### src/rtl/broaden_pulse_recover.sv
// rtl/broaden_pulse_recover.sv - resynchronise, width-qualify and count broadened pulses
// Optional macro BROADEN_RECOVER_MAXLEN_EN: accept on the falling edge with an upper width bound.
module broaden_pulse_recover #(
    parameter int LAT     = 2,
    parameter int MIN_LEN = 4,
    parameter int MAX_LEN = 16,
    parameter int CW      = 8
) (
    input  logic          clock,
    input  logic          rst_n,
    input  logic          d,
    output logic          q_pulse,
    output logic          cnt_vld,
    input  logic          cnt_rdy,
    output logic [CW-1:0] cnt,
    output logic          ovf
);

    localparam int WCW = $clog2(MAX_LEN + 2);
    localparam logic [WCW-1:0] WC_SAT = WCW'(MAX_LEN + 1);
    localparam logic [WCW-1:0] WC_ONE = WCW'(1);
`ifdef BROADEN_RECOVER_MAXLEN_EN
    localparam logic [WCW-1:0] WC_MIN = WCW'(MIN_LEN);
    localparam logic [WCW-1:0] WC_MAX = WCW'(MAX_LEN);
`else
    localparam logic [WCW-1:0] WC_ACC = WCW'(MIN_LEN - 1);
`endif
    localparam logic [CW-1:0] ACC_MAX = '1;
    localparam logic [CW-1:0] ACC_ONE = CW'(1);

    typedef enum logic [1:0] {IDLE, MEAS, HOLD} state_t;

    state_t         state;
    logic [WCW-1:0] wc;
    logic [LAT-1:0] sync;
    logic           ds;
    logic           accept;
    logic           hs;
    logic [CW-1:0]  acc;
    logic [CW-1:0]  acc_nxt;
    logic           ovf_nxt;

    // Shift toward the MSB; the cast drops the oldest bit.
    always_ff @(posedge clock or negedge rst_n) begin
        if (!rst_n) sync <= '0;
        else        sync <= LAT'({sync, d});
    end

    assign ds = sync[LAT-1];

    always_comb begin
        accept = 1'b0;
`ifdef BROADEN_RECOVER_MAXLEN_EN
        if (state == MEAS && !ds && wc >= WC_MIN && wc <= WC_MAX) accept = 1'b1;
`else
        if (state == MEAS && ds && wc == WC_ACC) accept = 1'b1;
`endif
    end

    always_ff @(posedge clock or negedge rst_n) begin
        if (!rst_n) begin
            state   <= IDLE;
            wc      <= '0;
            q_pulse <= 1'b0;
        end else begin
            q_pulse <= accept;
            case (state)
                IDLE: begin
                    if (ds) begin
                        state <= MEAS;
                        wc    <= WC_ONE;
                    end
                end
                MEAS: begin
`ifdef BROADEN_RECOVER_MAXLEN_EN
                    if (ds) begin
                        if (wc != WC_SAT) wc <= wc + WC_ONE;
                    end else begin
                        state <= IDLE;
                        wc    <= '0;
                    end
`else
                    if (ds) begin
                        if (wc == WC_ACC)      state <= HOLD;
                        else if (wc != WC_SAT) wc <= wc + WC_ONE;
                    end else begin
                        state <= IDLE;
                        wc    <= '0;
                    end
`endif
                end
                HOLD: begin
                    if (!ds) begin
                        state <= IDLE;
                        wc    <= '0;
                    end
                end
                default: begin
                    state <= IDLE;
                    wc    <= '0;
                end
            endcase
        end
    end

    assign hs = cnt_vld & cnt_rdy;

    // A handshake coinciding with an accept restarts the count at one so the event is kept.
    always_comb begin
        acc_nxt = acc;
        ovf_nxt = ovf;
        if (hs) begin
            acc_nxt = accept ? ACC_ONE : '0;
            ovf_nxt = 1'b0;
        end else if (accept) begin
            if (acc == ACC_MAX) ovf_nxt = 1'b1;
            else                acc_nxt = acc + ACC_ONE;
        end
    end

    always_ff @(posedge clock or negedge rst_n) begin
        if (!rst_n) begin
            acc     <= '0;
            ovf     <= 1'b0;
            cnt_vld <= 1'b0;
        end else begin
            acc     <= acc_nxt;
            ovf     <= ovf_nxt;
            cnt_vld <= (acc_nxt != '0);
        end
    end

    assign cnt = acc;

endmodule

### config.mk
export PLATFORM = sky130hd
export DESIGN_NAME = broaden_pulse_recover
export DESIGN_NICKNAME = d
export VERILOG_FILES = /design/src/rtl/broaden_pulse_recover.sv
export SDC_FILE = /design/constraint.sdc
export NUM_CORES = 1
export LEC_CHECK = 0
export ABC_AREA = 0
export CORE_AREA = 2 2 51 72
export CTS_BUF_LIST = sky130_fd_sc_hd__clkbuf_16
export CTS_CLUSTER_DIAMETER = 60
export DETAILED_ROUTE_END_ITERATION = 8
export DIE_AREA = 0 0 53 74
export PLACE_DENSITY_LB_ADDON = 0.15
export RECOVER_POWER = 25
export SLEW_MARGIN = 25
export SYNTH_ARGS = -nofsm -noshare
export SYNTH_HDL_FRONTEND = slang
export SYNTH_SLANG_ARGS = --single-unit
export TNS_END_PERCENT = 30
### constraint.sdc
create_clock -name clock -period 2.2 [get_ports clock]
set_input_delay 0.44 -clock clock [delete_from_list [all_inputs] [get_ports clock]]
set_output_delay 0.44 -clock clock [all_outputs]
set_load 0.01 [all_outputs]
## Yosys cells after proc, flatten, opt, wreduce, memory -nomap -nowiden

Cells that the tools add are included.

- Logic and storage cells: 48
- Bits of input ports: 4
- ROM bits: 0
- Flip-flop bits (word level): 20
- Memories kept: 0
- Bits in latches: 0
- RAM bits: 0
- Output and inout port bits: 11

- Bitwise logic cells: 1
- Reduce and logical (&&, ||, !) cells: 9
- Magnitude comparators: 0
- Equality and inequality tests: 10
- $mul: 0
- Shifts and indexed selects: 0
- Mux-type cells: 19
- Add/subtract/negate cells: 2
- Divide/modulo/power cells: 0

Operator list:

| cell | number |
|---|---|
| 5-bit two-way mux | 5 |
| 8-bit two-way mux | 3 |
| 5-bit case mux with 3 select lines | 1 |
| 8-bit by 1-bit adder with 8-bit output (second input constant) | 1 |
| 8-bit == test (second input constant) | 1 |
| 2-bit two-way mux | 4 |
| 8-bit nonzero test | 1 |
| 3-bit by 2-bit inequality test with 1-bit output (second input constant) | 2 |
| 2-bit case mux with 3 select lines | 1 |
| 5-bit by 1-bit adder with 5-bit output (second input constant) | 1 |
| 5-bit by 2-bit == test with 1-bit output (second input constant) | 1 |
| 1-bit two-way mux | 5 |
| 5-bit inequality test (second input constant) | 1 |
| 2-bit inequality test (second input constant) | 2 |
| 4-bit AND reduction | 1 |
| 2-bit nonzero test | 2 |
| 3-bit inequality test (second input constant) | 1 |
| 3-bit AND reduction | 1 |
| 2-bit by 1-bit == test with 1-bit output (second input constant) | 1 |
| 2-bit == test (second input constant) | 1 |
| 1-bit logical AND | 2 |
| 2-bit logical NOT | 1 |
| 2-bit AND reduction | 1 |
| 1-bit AND | 1 |

## Depth between registers and ports, before layout

- Word-level depth: 7
- Gate-level depth with buffers: 7
- Depth with buffers taken out: 7

## Least setup slack after synthesis

OpenSTA, ideal clock, no wires.

- Kind: register to register
- From: register wc[0]
- To: register cnt_vld
- Data required time: 2.061 ns
- Buffers on the path: 0
- Cell stages (with the launch flop): 7
- Library setup time: 0.139 ns
- Arrival: 2.005 ns
- Setup slack: 0.057 ns
- Clock period less this slack: 2.143 ns
- Cells stage by stage: dfrtp_1 > ha_1 > nor4b_4 > nand2_4 > o41ai_1 > o21bai_1 > or4_1

- Cells in the longest elaborated chain, start to end: 6
- Elaborated cells on any way between the ends: 7
- Those cells by class: eq/ne (1); mux (4); reduce/logical (2)

RTL lines:

| what | line | text |
|---|---|---|
| start: declaration | 34 | `logic [WCW-1:0] wc;` |
| start signal: assignment | 85 | `else if (wc != WC_SAT) wc <= wc + WC_ONE;` |
| 5-bit by 2-bit == test with 1-bit output * | 56 | `if (state == MEAS && ds && wc == WC_ACC) accept = 1'b1;` |
| 1-bit logical AND * | 56 |  |
| 1-bit two-way mux * | 56 |  |
| 8-bit two-way mux or 1-bit two-way mux (tied branches) | 115, 113 |  |
| 8-bit two-way mux * | 112 | `if (hs) begin` |
| 8-bit nonzero test * | 129 | `cnt_vld <= (acc_nxt != '0);` |
| end signal: assignment | 129 |  |
| end: declaration | 13 | `output logic cnt_vld,` |

Every way passes the cells marked *; elsewhere a longest branch is shown, timed or not.
A chain may end at the register's enable or synchronous reset.

## Worst setup path after layout

- From: register wc[0]
- To: register cnt_vld

- Cells in the longest elaborated chain, start to end: 6
- Elaborated cells on any way between the ends: 7
- Those cells by class: eq/ne (1); mux (4); reduce/logical (2)

RTL lines:

| what | line | text |
|---|---|---|
| 5-bit by 2-bit == test with 1-bit output | 56 |  |
| 1-bit logical AND | 56 |  |
| 1-bit two-way mux | 56 |  |
| net accept | 37 | `logic accept;` |
| 8-bit two-way mux | 115 | `end else if (accept) begin` |
| 8-bit two-way mux | 112 |  |
| net acc_nxt[5] | 40 | `logic [CW-1:0] acc_nxt;` |
| 8-bit nonzero test | 129 |  |

The timed path passes the listed nets, and every way through them passes these cells.

==> impl_metrics.env <==
export IMPL_die_w_um=53
export IMPL_grt_max_degree=21
export IMPL_grt_first_pass_wirelength_mm=4.57
export IMPL_syn_nets=127
export IMPL_final_antenna_net_count=0
export IMPL_internal_power_mw=0.932
export IMPL_min_period_ns=2.08
export IMPL_ys_types=45
export IMPL_cts_sinks=20
export IMPL_synthArstFlopShare_pct=100
export IMPL_routed_via_density=5.58
export IMPL_ir_drop_uv=495
export IMPL_rows=25
export IMPL_cts_tree="built"
export IMPL_ys_seq_area_share_pct=42.5
export IMPL_crit_required_ns=2.32
export IMPL_fmax_mhz=482
export IMPL_worst_hold_slack_ns=0.348
export IMPL_drtIter0Drc=13
export IMPL_drtPass1Iterations=4
export IMPL_synth_top_area_share_pct=42.5
export IMPL_syn_avg_cell_area_um2=9.81
export IMPL_ys_warn_count=0
export IMPL_drive_gt1_share_pct=17.9
export IMPL_fin_crit_sh_pct=94.4
export IMPL_crit_type="reg -> reg"
export IMPL_synth_edf_count=0
export IMPL_p_clk_share_pct=39.1
export IMPL_crit_fanout=7
export IMPL_max_stage_delay_ns=0.53
export IMPL_cap_violations=0
export IMPL_skew_ns=0.00278
export IMPL_end_kind="register"
export IMPL_start_util_pct=35.8
export IMPL_status="complete, no violations"
export IMPL_place_area_mm2=0.00141
export IMPL_rsz0062_at_grt="false"
export IMPL_overflow=0
export IMPL_hold_class="reg -> reg"
export IMPL_drt_total_wl_mm=2.77
export IMPL_p_leak_nw=0.682
export IMPL_cp_cell_sequence="ha_1, nor4b_4, nand2_4, clkinv_1, a41oi_1, a211oi_1, or4_1"
export IMPL_htree_levels=1
export IMPL_via_count=1032
export IMPL_cp_arrival_ns=2.20
export IMPL_slew_headroom_pct=28.6
export IMPL_finalInstanceArea_mm2=0.00154
export IMPL_setup_viol=0
export IMPL_final_cell_mix="20 x dfrtp_1, 13 x buf_4, 12 x clkdlybuf4s50_1"
export IMPL_clock_path_buffers=2
export IMPL_area_growth_pct=30.9
export IMPL_ys_ff_latch=20
export IMPL_wl_per_cell_um=15.0
export IMPL_num_antenna_cells=0
export IMPL_power_density_mw_per_mm2=819
export IMPL_drc=0
export IMPL_synth_top_cells_by_area="dfrtp_1 43%, a21oi_1 3.4%, o21ai_0 3.4%"
export IMPL_fillerInstances=316
export IMPL_tns_ns=0
export IMPL_cts_buffers=3
export IMPL_yosys_area_top_type="dfrtp_1"
export IMPL_final_cells=185
export IMPL_fin_nets=153
export IMPL_syn_inst=120
export IMPL_grt_pass1_vias=1044
export IMPL_fp_dieH_um=74
export IMPL_coreArea_mm2=0.00328
export IMPL_syn_area_mm2=0.00118
export IMPL_crit_path_start_kind="register"
export IMPL_postCtsHoldBufs=0
export IMPL_grt_usage_pct=15.7
export IMPL_fin_util_pct=46.9
export IMPL_port_buffers=14
export IMPL_synthFlopType="dfrtp_1"
export IMPL_dieArea_mm2=0.00392
export IMPL_switchingPower_mw=0.331
export IMPL_place_gp_congestion=0.863
export IMPL_mostFrequentLayoutCell="dfrtp_1"
export IMPL_swShare_pct=26.2
export IMPL_antenna_found_initial=0
export IMPL_worstMarginPinSlew_ns=1.07
export IMPL_timing_critical_path_slowest_stage_cell="or4_1"
export IMPL_report_final_hold_viol_count=0
export IMPL_drv_slew=0
export IMPL_path_clk_slew_ns=0.06
export IMPL_dpl_hpwl_mm=2.12
export IMPL_combPwrFrac_pct=26.0
export IMPL_dp_cells=180
export IMPL_io_pins=15
export IMPL_insertion_delay_ns=0.25
export IMPL_p_seq_share_pct=35.0
export IMPL_cts_root_buf="clkbuf_16"
==> layer usage <==
layer | wire, um | global-route usage (%) | vias to the layer above
li1 | - | - | 501
met1 | 1110 | 15.9 | 508
met2 | 1540 | 30.1 | 15
met3 | 52 | 2.01 | 8
met4 | 73 | 7.98 | 0
met5 | 0 | 0 | -
==> registers in the layout, indices dropped and copies added (netlist names) <==
register and count:
ovf 1, cnt_vld 1, sync 2, q_pulse 1, wc 5, state 2
cnt 8
==> worst max-delay path: cells and delay by family (launching register included) <==
kind,cells,cell delay [ns]
AO/OA/AOI/OAI,2,0.37
adder cells (fa/ha/maj),1,0.22
buffers and inverters,1,0.18
flip-flops,1,0.38
AND/OR/NAND/NOR,3,0.79
==> cell usage after synthesis (2+ instances only) <==
cell type,n
nand2b_1,2
o21ai_0,8
a21oi_1,8
a211oi_1,2
nor4_1,2
a41oi_1,2
a31oi_1,2
dfrtp_1,20
clkbuf_2,2
nor2b_1,3
buf_4,2
nor2_1,9
o41ai_1,3
nand4_1,5
nor3_1,4
nand3_1,2
ha_1,3
inv_1,3
and3_1,2
a22o_1,4
nand2_1,7
buf_6,2
==> per-stage QoR <==
step	power, mW	setup WS, ns
after CTS	1.28	0.0819
after global placement	0.765	-0.231
after floorplan	0.643	0.0567
after detailed placement	0.767	-0.152
after global routing	1.34	0.00510
final	1.26	0.124
==> cells by family (layout without fill, tap and decap cells) <==
family | Yosys count | in the layout | synth area share (%)
muxes | 2 | 2 | 1.81
and+or+nand+nor | 44 | 44 | 22.2
xor gates and xnor gates | 2 | 2 | 1.49
buffers and inverters | 11 | 36 | 6.16
DFF | 20 | 20 | 42.5
adders and majority gates | 3 | 3 | 3.19
AOI/OAI and AO/OA | 38 | 38 | 22.6
==> final cells by class <==
type                    instances  area (um^2)  share of cell area [%]
clock inverters                 1         30.0                    1.95
clock buffers                   3         75.1                    4.87
repair buffers                 28          241                    15.7
multi-input cells              89          629                    40.8
inverters                       4         15.0                   0.974
flip-flops and latches         20          500                    32.5
well taps                      40         50.0                    3.25
==> what timing repair did <==
item	4_1_cts	5_1_grt
buffers inserted	1	0
endpoints found under the hold margin	0	0
setup endpoints to repair	1	1
resized for setup	2	1
pin swaps	0	0
==> power by group through the flow <==
stage	logic [mW]	clock network (mW)	registers, mW
2_1_floorplan	0.187	0	0.456
3_3_place_gp	0.313	0	0.451
3_5_place_dp	0.314	0	0.453
4_1_cts	0.332	0.506	0.442
5_1_grt	0.367	0.527	0.446
6_report	0.328	0.493	0.442
==> path summary, 6_finish.rpt <==
kind                                        start           endpoint  slack, ns  cells after the start
max in group asynchronous                   rst_n  wc[4]$_DFFE_PN0P_       0.65                      2
worst max-delay path            wc[0]$_DFFE_PN0P_  cnt_vld$_DFF_PN0_       0.12                      7
worst min register to register  sync[0]$_DFF_PN0_  sync[1]$_DFF_PN0_       0.35                      0
worst max register to register  wc[0]$_DFFE_PN0P_  cnt_vld$_DFF_PN0_       0.12                      7
min in group asynchronous                   rst_n  sync[1]$_DFF_PN0_       0.90                      2
worst min-delay path            sync[0]$_DFF_PN0_  sync[1]$_DFF_PN0_       0.35                      0
Power figures use the tool's default switching activity.
